--- src/rtl/mqam_pkg.sv ---
// Shared definitions for the M-QAM symbol back-end:
// mode encodings, per-axis bit counts and the serializer state type.
package mqam_pkg;

  localparam logic [1:0] MODE_QPSK = 2'd0;
  localparam logic [1:0] MODE_16   = 2'd1;
  localparam logic [1:0] MODE_64   = 2'd2;

  typedef enum logic [0:0] {
    SER_IDLE  = 1'b0,
    SER_SHIFT = 1'b1
  } ser_state_t;

  // Reserved mode 3 decodes as 16QAM.
  function automatic logic [1:0] bits_per_axis(input logic [1:0] mode);
    case (mode)
      MODE_QPSK: return 2'd1;
      MODE_64:   return 2'd3;
      default:   return 2'd2;
    endcase
  endfunction

endpackage

--- src/rtl/mqam_slicer.sv ---
// Per-axis decision slicer: integrated sum -> right-justified decision bits
// {s} (QPSK), {s, inner} (16QAM) or {s, inner, mid} (64QAM).
module mqam_slicer
  import mqam_pkg::*;
#(
  parameter int unsigned ACCW = 25
) (
  input  logic signed [ACCW-1:0] x,
  input  logic        [ACCW-1:0] t,
  input  logic        [1:0]      mode,
  output logic        [2:0]      bits
);

  logic [ACCW:0] xe, a, te, t2, t4, t6;
  logic          s, lt2, lt4, mid;

  // One extra bit so |most-negative| and 6T compare without wrapping.
  always_comb begin
    xe   = {x[ACCW-1], x};
    s    = ~x[ACCW-1];
    a    = x[ACCW-1] ? ('0 - xe) : xe;
    te   = {1'b0, t};
    t2   = te << 1;
    t4   = te << 2;
    t6   = t4 + t2;
    lt2  = a < t2;
    lt4  = a < t4;
    mid  = (a >= t2) && (a < t6);
    bits = '0;
    case (bits_per_axis(mode))
      2'd1:    bits = {2'b00, s};
      2'd3:    bits = {s, lt4, mid};
      default: bits = {1'b0, s, lt2};
    endcase
  end

endmodule

--- src/rtl/mqam_demod_backend.sv ---
// Integrate-and-dump of matched-filter I/Q, run-time QPSK/16/64QAM slicing,
// 2-entry symbol queue and valid/ready serial bit output.
module mqam_demod_backend
  import mqam_pkg::*;
#(
  parameter int DW  = 20,
  parameter int SPS = 16,
  parameter int LVL = 64
) (
  input  logic                 clk,
  input  logic                 reset_n,
  input  logic [1:0]           mode,
  input  logic                 sym_sync,
  input  logic                 in_valid,
  input  logic signed [DW-1:0] fir_i,
  input  logic signed [DW-1:0] fir_q,
  output logic                 bit_out,
  output logic                 bit_valid,
  input  logic                 bit_ready,
  output logic [5:0]           sym_word,
  output logic                 sym_strobe,
  output logic                 overflow
);

  localparam int ACCW = DW + $clog2(SPS) + 1;
  localparam int CW   = $clog2(SPS);
  localparam logic [ACCW-1:0] T = ACCW'(LVL * SPS);

  logic signed [ACCW-1:0] acc_i, acc_q, sum_i, sum_q;
  logic [CW-1:0]          cnt;
  logic [1:0]             mode_lat;
  logic                   dump;
  logic [2:0]             bi, bq, sym_nbits;

  assign sum_i = acc_i + ACCW'(fir_i);
  assign sum_q = acc_q + ACCW'(fir_q);
  assign dump  = in_valid && !sym_sync && (cnt == CW'(SPS - 1));

  always_ff @(posedge clk) begin
    if (!reset_n) begin
      acc_i    <= '0;
      acc_q    <= '0;
      cnt      <= '0;
      mode_lat <= MODE_16;
    end else if (sym_sync) begin
      acc_i <= in_valid ? ACCW'(fir_i) : '0;
      acc_q <= in_valid ? ACCW'(fir_q) : '0;
      cnt   <= in_valid ? CW'(1) : '0;
      if (in_valid) mode_lat <= mode;
    end else if (in_valid) begin
      if (cnt == '0) mode_lat <= mode;
      if (dump) begin
        acc_i <= '0;
        acc_q <= '0;
        cnt   <= '0;
      end else begin
        acc_i <= sum_i;
        acc_q <= sum_q;
        cnt   <= cnt + CW'(1);
      end
    end
  end

  mqam_slicer #(.ACCW(ACCW)) u_slice_i (.x(sum_i), .t(T), .mode(mode_lat), .bits(bi));
  mqam_slicer #(.ACCW(ACCW)) u_slice_q (.x(sum_q), .t(T), .mode(mode_lat), .bits(bq));

  always_ff @(posedge clk) begin
    if (!reset_n) begin
      sym_word   <= '0;
      sym_nbits  <= '0;
      sym_strobe <= 1'b0;
    end else begin
      sym_strobe <= dump;
      if (dump) begin
        sym_word  <= {bi[2], bq[2], bi[1], bq[1], bi[0], bq[0]};
        sym_nbits <= {bits_per_axis(mode_lat), 1'b0};
      end
    end
  end

  logic [5:0] q_word [2];
  logic [2:0] q_nb   [2];
  logic       wptr, rptr, full, empty, push, pop, accept, last;
  logic [1:0] q_cnt;
  ser_state_t state;
  logic [5:0] shreg;
  logic [2:0] left;

  assign push   = sym_strobe;
  assign full   = (q_cnt == 2'd2);
  assign empty  = (q_cnt == 2'd0);
  assign accept = push && (!full || pop);
  assign last   = (state == SER_SHIFT) && bit_ready && (left == 3'd1);
  assign pop    = !empty && ((state == SER_IDLE) || last);

  always_ff @(posedge clk) begin
    if (!reset_n) begin
      wptr     <= 1'b0;
      rptr     <= 1'b0;
      q_cnt    <= '0;
      overflow <= 1'b0;
    end else begin
      if (accept) begin
        q_word[wptr] <= sym_word;
        q_nb[wptr]   <= sym_nbits;
        wptr         <= ~wptr;
      end
      if (pop) rptr <= ~rptr;
      case ({accept, pop})
        2'b10:   q_cnt <= q_cnt + 2'd1;
        2'b01:   q_cnt <= q_cnt - 2'd1;
        default: ;
      endcase
      if (push && full && !pop) overflow <= 1'b1;
    end
  end

  // Words load MSB-aligned so bit 5 is always the next bit on the wire.
  always_ff @(posedge clk) begin
    if (!reset_n) begin
      state <= SER_IDLE;
      shreg <= '0;
      left  <= '0;
    end else if (pop) begin
      state <= SER_SHIFT;
      shreg <= q_word[rptr] << (3'd6 - q_nb[rptr]);
      left  <= q_nb[rptr];
    end else if ((state == SER_SHIFT) && bit_ready) begin
      if (left == 3'd1) state <= SER_IDLE;
      shreg <= shreg << 1;
      left  <= left - 3'd1;
    end
  end

  assign bit_valid = (state == SER_SHIFT);
  assign bit_out   = bit_valid & shreg[5];

endmodule
--- config.mk ---
export PLATFORM = sky130hd
export DESIGN_NAME = mqam_demod_backend
export DESIGN_NICKNAME = d
export VERILOG_FILES = /design/src/rtl/mqam_pkg.sv /design/src/rtl/mqam_slicer.sv /design/src/rtl/mqam_demod_backend.sv
export SDC_FILE = /design/constraint.sdc
export NUM_CORES = 1
export LEC_CHECK = 0
export CAP_MARGIN = 40
export CELL_PAD_IN_SITES_DETAIL_PLACEMENT = 1
export CELL_PAD_IN_SITES_GLOBAL_PLACEMENT = 1
export CORE_MARGIN = 3
export CORE_UTILIZATION = 48
export DETAILED_ROUTE_END_ITERATION = 8
export GPL_TIMING_DRIVEN = 0
export PLACE_DENSITY_LB_ADDON = 0.1
export RECOVER_POWER = 25
export SYNTH_ARGS = -nofsm -noshare
export SYNTH_HDL_FRONTEND = slang
export SYNTH_HIERARCHICAL = 1
export SYNTH_SLANG_ARGS = --single-unit
--- constraint.sdc ---
create_clock -name clk -period 6.7 [get_ports clk]
set_input_delay 1.005 -clock clk [delete_from_list [all_inputs] [get_ports clk]]
set_output_delay 1.005 -clock clk [all_outputs]
set_load 0.02 [all_outputs]
# Word-level counts from Yosys, hierarchy flattened
# Memory sizes are Yosys's and may differ from the RTL's. A register that Yosys moved wholly into a read port is not among the register bits.
# Cells that the tools add are included.
[word_totals] reg_bits=80 mem_bits_rw=16 wordCells=110 n_memories=2
[classes] addsub=9 n_lt_le_gt_ge=8 n_eq_ne=8 shift=1 n_mux=36 bitwise=6 reduce_logical=26
[memory_table] name="q_word" words=2 width=6 rd=1 rd_clocked_by_memory_dff=1 wr=1 line="mqam_demod_backend.sv:81" rtl="logic [5:0] q_word [2];"
[memory_table] name="q_nb" words=2 width=2 rd=1 rd_clocked_by_memory_dff=1 wr=1 line="mqam_demod_backend.sv:82" rtl="logic [2:0] q_nb [2];"
[op_table] operator="$mux 25" count=8
[op_table] operator="$lt 26x13->1 const B" count=4
[op_table] operator="$ge 26x12->1 const B" count=2
[op_table] operator="$lt 26x12->1 const B" count=2
[op_table] operator="$mux 26" count=2
[op_table] operator="$sub 1x25->26 const A" count=2
[op_table] operator="$add 25x20->25" count=2
[op_table] operator="$mux 4" count=3
[op_table] operator="$mux 6" count=2
[op_table] operator="$pmux 3 s2" count=2
[op_table] operator="$mux 1" count=11
[op_table] operator="$logic_and 1x1->1" count=10
[op_table] operator="$reduce_bool 2->1" count=5
[op_table] operator="$eq 2x2->1 const B" count=4
[op_table] operator="$mux 2" count=4
[op_table] operator="$pmux 2 s2" count=2
[op_table] operator="$mux 3" count=2
[op_table] operator="$shl 6x3->6" count=1
[op_table] operator="$not 1->1" count=5
[op_table] operator="$add 4x1->4 const B" count=1
[op_table] operator="$eq 2x1->1 const B" count=2
[op_table] operator="$eq 4x4->1 const B" count=1
[op_table] operator="$logic_not 1->1" count=4
[op_table] operator="$logic_not 2->1" count=2
[op_table] operator="other kinds (9)" count=11

# Longest topological paths before layout
# Gate-level depths: netlist of run 1.
[logic_depth] depth_word=9 depth_mapped=21 mapped_depth_nobuf=21

# Modules after synthesis
# The synthesis of run 1 kept the hierarchy.
[modules_own_cells] mod="mqam_slicer" instances=2 cells_each=469 area_each_um2=3490.8
[modules_own_cells] mod="mqam_demod_backend" instances=1 cells_each=782 area_each_um2=6526.3

# Worst setup path after synthesis of run 1
# Ideal clock, no wire load.
[synth_path] path_type="input to register" startpoint="input fir_q[0]" endpoint="register sym_word[0]" setup_time_ps=133 t_arrival_ps=5738 required_ps=6567 path_slack_ps=829 stages=20 cell_sequence="ha_1 > fa_1 > a21o_1 > a221o_2 > a21o_2 > a21oi_1 > xnor2_1 > or4_4 > or4_4 > nand2b_4 > nor4b_1 > ha_1 > nand4_1 > nor3_1 > a221oi_1 > o211ai_1 > a311o_1 > o211a_1 > nand2_1 > a21oi_1"
[synth_between] elab_chain_cells=6 elab_cells_between_ends=9 cone_classes="2 x add/sub; 3 x order compare; 2 x mux; 1 x bitwise; 1 x reduce/logical"
[synth_rtl] element="start, declared" line="mqam_demod_backend.sv:16" rtl="input logic signed [DW-1:0] fir_q,"
[synth_rtl] element="$add 25x20->25 (*)" line="mqam_demod_backend.sv:36" rtl="assign sum_q = acc_q + ACCW'(fir_q);"
[synth_rtl] element="net sum_q[8]" line="mqam_demod_backend.sv:29" rtl="logic signed [ACCW-1:0] acc_i, acc_q, sum_i, sum_q;"
[synth_rtl] element="$sub 1x25->26" line="mqam_slicer.sv:21" rtl="a = x[ACCW-1] ? ('0 - xe) : xe;"
[synth_rtl] element="$mux 26 (*)" line="mqam_slicer.sv:21"
[synth_rtl] element="$ge 26x12->1 or $lt 26x13->1 (tied branches)" line="mqam_slicer.sv:28" rtl="mid = (a >= t2) && (a < t6);"
[synth_rtl] element="$logic_and 1x1->1" line="mqam_slicer.sv:28"
[synth_rtl] element="$pmux 3 s2 (*)" line="mqam_slicer.sv:30" rtl="case (bits_per_axis(mode))"
[synth_rtl] element="net bq[0]" line="mqam_demod_backend.sv:33" rtl="logic [2:0] bi, bq, sym_nbits;"
[synth_rtl] element="end signal, assigned" line="mqam_demod_backend.sv:75" rtl="sym_word <= {bi[2], bq[2], bi[1], bq[1], bi[0], bq[0]};"
[synth_rtl] element="end, declared" line="mqam_demod_backend.sv:20" rtl="output logic [5:0] sym_word,"
# Mark *: on every way through the listed nets, which the timed path passes. The rest lies on a longest branch.
# A chain may end at the register's enable or synchronous reset.

# Worst setup path in the final report of run 1
# Ends and elaborated chain as after synthesis.

==> results of run 1 <==
cell usage after synthesis (all sizes together) (27+ instances only):
master  count
nor2      135
o31ai      27
nor3       32
a21oi     148
dfxtp      81
o21ai     101
nand2     150
a21o       41
ha        244
clkbuf     50
nand4      34
xor2       34
xnor2      94
inv       100
nand3      43
flip-flops by register name, indices dropped and copies added, names as in the netlist, named ones only:
register and flops:
acc_i 25, acc_q 25, bit_valid 1, cnt 4, left 3, mode_lat 2, overflow 1, q_cnt 2
q_nb 4, q_word 12, rptr 1, shreg 6, sym_nbits 2, sym_strobe 1, sym_word 6, wptr 1
cell families after synthesis:
family	Yosys count	synth area share, %
AO/OA/AOI/OAI	564	28.7
XOR/XNOR	128	8.30
adder cells (fa/ha/maj)	248	23.2
buffers and inverters	156	4.34
flip-flops	97	15.6
multiplexers	25	1.92
other	4	0.111
AND/OR/NAND/NOR	498	17.9
per-stage QoR:
step,std cells,hold slack (ps)
final,2318,472
after CTS,2314,480
after global placement,2298,433
after floorplan,1870,426
after global routing,2318,492
after detailed placement,2298,452
what timing repair did:
action,4_1_cts,5_1_grt
setup endpoints to repair,2,3
gates resized for setup,14,36
endpoints found under the hold margin,0,0
pin swaps,0,8
buffers inserted,0,4
layout make-up:
| type | instances | area share (%) |
|---|---|---|
| repair buffers | 60 | 3.77 |
| inverters | 100 | 2.40 |
| plain buffers | 56 | 1.43 |
| flip-flops and latches | 97 | 13.4 |
| clock inverters | 6 | 0.479 |
| well taps | 372 | 2.97 |
| clock buffers | 10 | 1.46 |
| multi-input cells | 1617 | 74.1 |
worst max-delay path by stage:
stage,slack (ps),to
after floorplan,830,sym_word[0]
after global placement,-710,sym_word[1]
after detailed placement,-860,sym_word[1]
after CTS,2,sym_word[1]
after global routing,-160,sym_word[0]
final,60,sym_word[0]
power breakdown:
group / total [mW] / switching, mW / leakage [nW] / internal, mW
logic: 2.11 / 1.27 / 6.00 / 0.839
clock network: 0.562 / 0.265 / 0.146 / 0.296
registers: 0.635 / 0.0194 / 0.772 / 0.615
total: 3.30 / 1.55 / 6.92 / 1.75
per-layer routing:
| layer | vias up | track usage (%) |
|---|---|---|
| met5 | - | 0 |
| met4 | 0 | 7.31 |
| met3 | 69 | 4.12 |
| met2 | 397 | 46.5 |
| met1 | 6777 | 41.2 |
| li1 | 6762 | - |
critical path: cells and delay by family:
kind                       cells  cell delay (ps)
buffers and inverters          2              660
adders and majority gates      3             1040
xor gates and xnor gates       1              270
and+or+nand+nor                6             1860
AOI/OAI and AO/OA              9             2010
==> impl_metrics.json, run 1 <==
{
  "multi_input_area_mm2": 0.0116,
  "cp.required_ps": 6920,
  "clock-root-buffer": "clkbuf_16",
  "routed_wl_um": 45700,
  "die_h_um": 174,
  "via_count": 14000,
  "cts_sinks": 97,
  "peakVddDrop_uv": 123,
  "max_slew_margin_pct": 34.0,
  "place.gp.congestion": 0.937,
  "ctsHoldBuffers": 0,
  "post_dp_cell_area_mm2": 0.0151,
  "final_common_cell": "ha_1",
  "synth_seq_cells": 97,
  "ant_nets": 0,
  "drcViolationCount": 0,
  "worstReg2RegStart": "acc_q[0]",
  "io_pins": 57,
  "areaGrowthSynthToFinish_pct": 16.0,
  "cp_cell_sequence": "clkdlybuf4s50_1, ha_1, fa_1, a21o_1, a221o_2, o311ai_4, buf_4, o21bai_1, xor2_1, or4_4, or4_4, nor4b_4, ha_1, nand4_1, nor3_2, a221oi_1, o211ai_1, a311o_1, o211a_1, nand2_1, a21oi_1",
  "worst_slack_ps": 59.1,
  "yosysTopAreaCell": "ha_1",
  "finalMaxSlewViolations": 0,
  "cts_tree": "built",
  "design_area_mm2": 0.0157,
  "core_mm2": 0.0273,
  "hold_viol": 0,
  "grt_antenna_before_repair": 0,
  "max_freq_ghz": 0.151,
  "hold_end": "overflow",
  "setup_viol_count_final": 0,
  "hold_depth": 2,
  "clk_pin_slew_ps": 70,
  "critPathArrivalTime_ps": 6860,
  "max_slew.worst_pin.slew_ps": 981,
  "wl_met2_um": 20300,
  "min_path_type": "flip-flop to flip-flop",
  "grt_first_pass_wirelength_um": 72800,
  "dieArea_mm2": 0.0302,
  "vias_per_cell": 6.04,
  "reg2reg_depth": 20,
  "ys_types": 84,
  "grt_pass1_vias": 14100,
  "synth-warning-count": 6,
  "clock_latency_ps": 370,
  "fin_crit_sh_pct": 99.1,
  "crit_type": "input pin to flip-flop",
  "synthFlopType": "dfxtp_1",
  "cts_max_level": 3,
  "wl_per_cell_um": 19.7,
  "gr-usage-all-layers_pct": 29.1,
  "grt_overflow": 0,
  "yosysTopAreaCellShare_pct": 22.6,
  "finalPower_mw": 3.30,
  "cp_slowest_stage_delay_ps": 610,
  "post-route-min-period_ps": 6640,
  "place.port_buffers": 56,
  "yosysSeqAreaShare_pct": 15.6,
  "synth_area_mm2": 0.0135,
  "layout_common_cells": "244 x ha_1, 154 x conb_1, 150 x nand2_1",
  "dp_slack_ps": -858,
  "clock_path_buffers": 2,
  "status": "finished, final reports clean",
  "dieWidth_um": 174,
  "drv_cap": 0,
  "syn_avg_cell_area_um2": 7.85,
  "regArea_mm2": 0.00210,
  "crit_path_start": "fir_q[0]",
  "layout-drive-gt1-share_pct": 5.96,
  "wl_met3_um": 3090,
  "clock_skew_ps": 10.7,
  "grt_max_degree": 18,
  "reg2reg_slack_ps": 870,
  "place_hpwl_um": 36400,
  "final_core_util_pct": 57.3,
  "min_from": "overflow",
  "synth-edff-count": 16,
  "cp-end-kind": "flip-flop",
  "crit_path_top_delay_cell": "or4_4",
  "n_fill_cell": 3496,
  "fin_tns_setup_ps": 0,
  "dr.first_iter.drc_count": 980,
  "wirelength_met1_um": 21400,
  "p_per_area_mw_per_mm2": 211,
  "netlist_instances": 1720,
  "async_reset_ff_share_pct": 0,
  "initial_core_util_pct": 49.4,
  "rows": 60,
  "first_pass_iters": 6,
  "synthTopCellsByArea": "ha_1 23%, dfxtp_1 12%, xnor2_1 6.1%",
  "r2r_end": "sym_word[0]",
  "crit_path_start_kind": "input pin",
  "fin_nets": 2236,
  "p_leak_nw": 6.92,
  "numCtsBuffers": 9,
  "crit_fanout": 6,
  "highest_layer": "met4",
  "num_antenna_cells": 0
}
No activity file was read; power rests on OpenSTA's default activity.
==> run 2: changes to the inputs <==
- CORE_ASPECT_RATIO: not set -> 0.9
- CORE_MARGIN: 3 -> not set
==> run 2 against run 1 <==
Critical path depth shrank 1. Via count rose by 0.75%. Utilization shrank 0.25 points. Maximum frequency grew 0.66%. Wire length is 0.26% lower. Sequential share of layout area increased by 0.064 points. Die area shrank 4.5%. Worst hold slack better by 11 ps. First-iteration DRC count is 12% higher.
==> impl_metrics.json, run 2 (same netlist as run 1, synthesis figures left out) <==
{
  "status": "finished, final reports clean",
  "hold_viol": 0,
  "critPathArrivalTime_ps": 6810,
  "initial_core_util_pct": 49.5,
  "r2r_end": "sym_word[0]",
  "peakVddDrop_uv": 132,
  "rsz0062_at_grt": "true",
  "drcViolationCount": 0,
  "crit_fanout": 6,
  "wl_per_cell_um": 19.8,
  "ctsHoldBuffers": 0,
  "min_path_type": "flip-flop to flip-flop",
  "gr-usage-all-layers_pct": 31.2,
  "cp.required_ps": 6910,
  "fin_crit_sh_pct": 98.5,
  "post-route-min-period_ps": 6600,
  "reg2reg_slack_ps": 900,
  "max_slew_margin_pct": 43.2,
  "post_dp_cell_area_mm2": 0.0151,
  "drv_cap": 0,
  "via_count": 14100,
  "layout-drive-gt1-share_pct": 5.60,
  "worstReg2RegStart": "acc_q[0]",
  "grt_antenna_before_repair": 1,
  "dieArea_mm2": 0.0288,
  "grt_max_degree": 18,
  "top_regs": "acc_i x25, acc_q x25, q_word x12",
  "cp-end-kind": "flip-flop",
  "max_slew.worst_pin.slew_ps": 851,
  "vias_per_cell": 6.13,
  "p_per_area_mw_per_mm2": 209,
  "fin_nets": 2237,
  "layout_common_cells": "244 x ha_1, 154 x conb_1, 150 x nand2_1",
  "areaGrowthSynthToFinish_pct": 15.4,
  "place.gp.congestion": 0.921,
  "cts_sinks": 97,
  "hold_end": "overflow",
  "clock_path_buffers": 2,
  "max_freq_ghz": 0.152,
  "hold_depth": 2,
  "routed_wl_um": 45600,
  "dr.first_iter.drc_count": 1098,
  "clock-root-buffer": "clkbuf_16",
  "cts_tree": "built",
  "p_leak_nw": 6.89,
  "finalMaxSlewViolations": 0,
  "numCtsBuffers": 9,
  "grt_pass1_vias": 13800,
  "place_hpwl_um": 37400,
  "clk_pin_slew_ps": 70,
  "min_from": "overflow",
  "grt_first_pass_wirelength_um": 72100,
  "io_pins": 57,
  "clock_latency_ps": 360,
  "design_area_mm2": 0.0156,
  "die_h_um": 161,
  "place.port_buffers": 56,
  "core_mm2": 0.0273,
  "reg2reg_depth": 19,
  "cts_max_level": 3,
  "rows": 57,
  "setup_viol_count_final": 0,
  "crit_path_start_kind": "input pin",
  "final_common_cell": "ha_1",
  "fin_hold_ws_ps": 483,
  "crit_type": "input pin to flip-flop",
  "clock_skew_ps": 15.9,
  "grt_overflow": 0,
  "first_pass_iters": 8,
  "ant_nets": 0,
  "dieWidth_um": 179
}
run 2: cell types whose count changed in the layout (fill, tap and decap cells not counted), moves of 2 or more:
cell       previous run  this run
o21ai_0              85        83
a2111oi_2             4         1
a21oi_2               5         3
a2111oi_1             0         2
o21ai_1              15        18
xnor2_1              86        89
xnor2_2               8         5
run 2: area by class of cell:
type,count,area [um^2]
Fill cell,3558,11700
Multi-Input combinational cell,1617,11600
Sequential cell,97,2100
Timing Repair Buffer,61,592
Tap cell,354,443
Inverter,100,375
Clock buffer,10,239
Buffer,56,226
Clock inverter,6,51.3
Antenna cell,1,2.50
run 2: how the worst max path moves through the flow:
stage                  start     endpoint  slack (ps)  cells after the start
CTS                 fir_i[0]  sym_word[1]          40                     23
global route        fir_q[0]  sym_word[0]         -30                     20
global placement    fir_q[0]  sym_word[0]        -830                     22
floorplan           fir_q[0]  sym_word[0]         830                     20
detailed placement  fir_i[0]  sym_word[1]        -900                     22
finish              fir_q[0]  sym_word[0]         100                     20
run 2: what timing repair did:
action | in CTS | in global routing
pin swaps | 0 | 7
endpoints found under the hold margin | 0 | 0
setup endpoints to repair | 2 | 2
buffers inserted | 0 | 3
resized for setup | 11 | 36
run 2: worst max-delay path, stage by stage:
cell,delay (ps)
clkdlybuf4s50_1,440
ha_1,250
fa_1,420
a21o_1,210
a221o_2,410
o311ai_4,480
o21bai_1,160
xor2_1,240
or4_4,590
or4_4,460
nor4b_4,400
ha_1,330
nand4_1,210
nor3_2,100
a221oi_2,290
o211ai_1,170
a311o_1,350
o211a_1,150
nand2_1,70
a21oi_1,70
run 2: per-stage QoR:
stage / std cells / power (mW) / util [%] / setup slack [ps] / TNS [ps]
2_1_floorplan: 1870 / 2.10 / - / 829 / 0
3_3_place_gp: 2280 / 2.46 / 55.2 / -830 / -1890
3_5_place_dp: 2282 / 2.57 / 55.2 / -900 / -2010
4_1_cts: 2298 / 3.11 / 56.4 / 40.7 / 0
5_1_grt: 2301 / 3.53 / 57.1 / -28.5 / -35.9
6_report: 2302 / 3.26 / 57.1 / 103 / 0
run 2: where the power goes:
part	internal (mW)	switching, mW	total (mW)	leakage [nW]
logic	0.835	1.27	2.10	5.98
clock network	0.267	0.259	0.526	0.144
registers	0.615	0.0182	0.633	0.772
total	1.72	1.54	3.26	6.89
run 2: layer usage:
layer  vias to the layer above  track usage [%]  routed length, um
met3                        34             4.52               3210
li1                       6749                -                  -
met1                      6882             46.7              22400
met5                         -                0                  0
met4                         0             5.70                570
met2                       445             47.1              19500
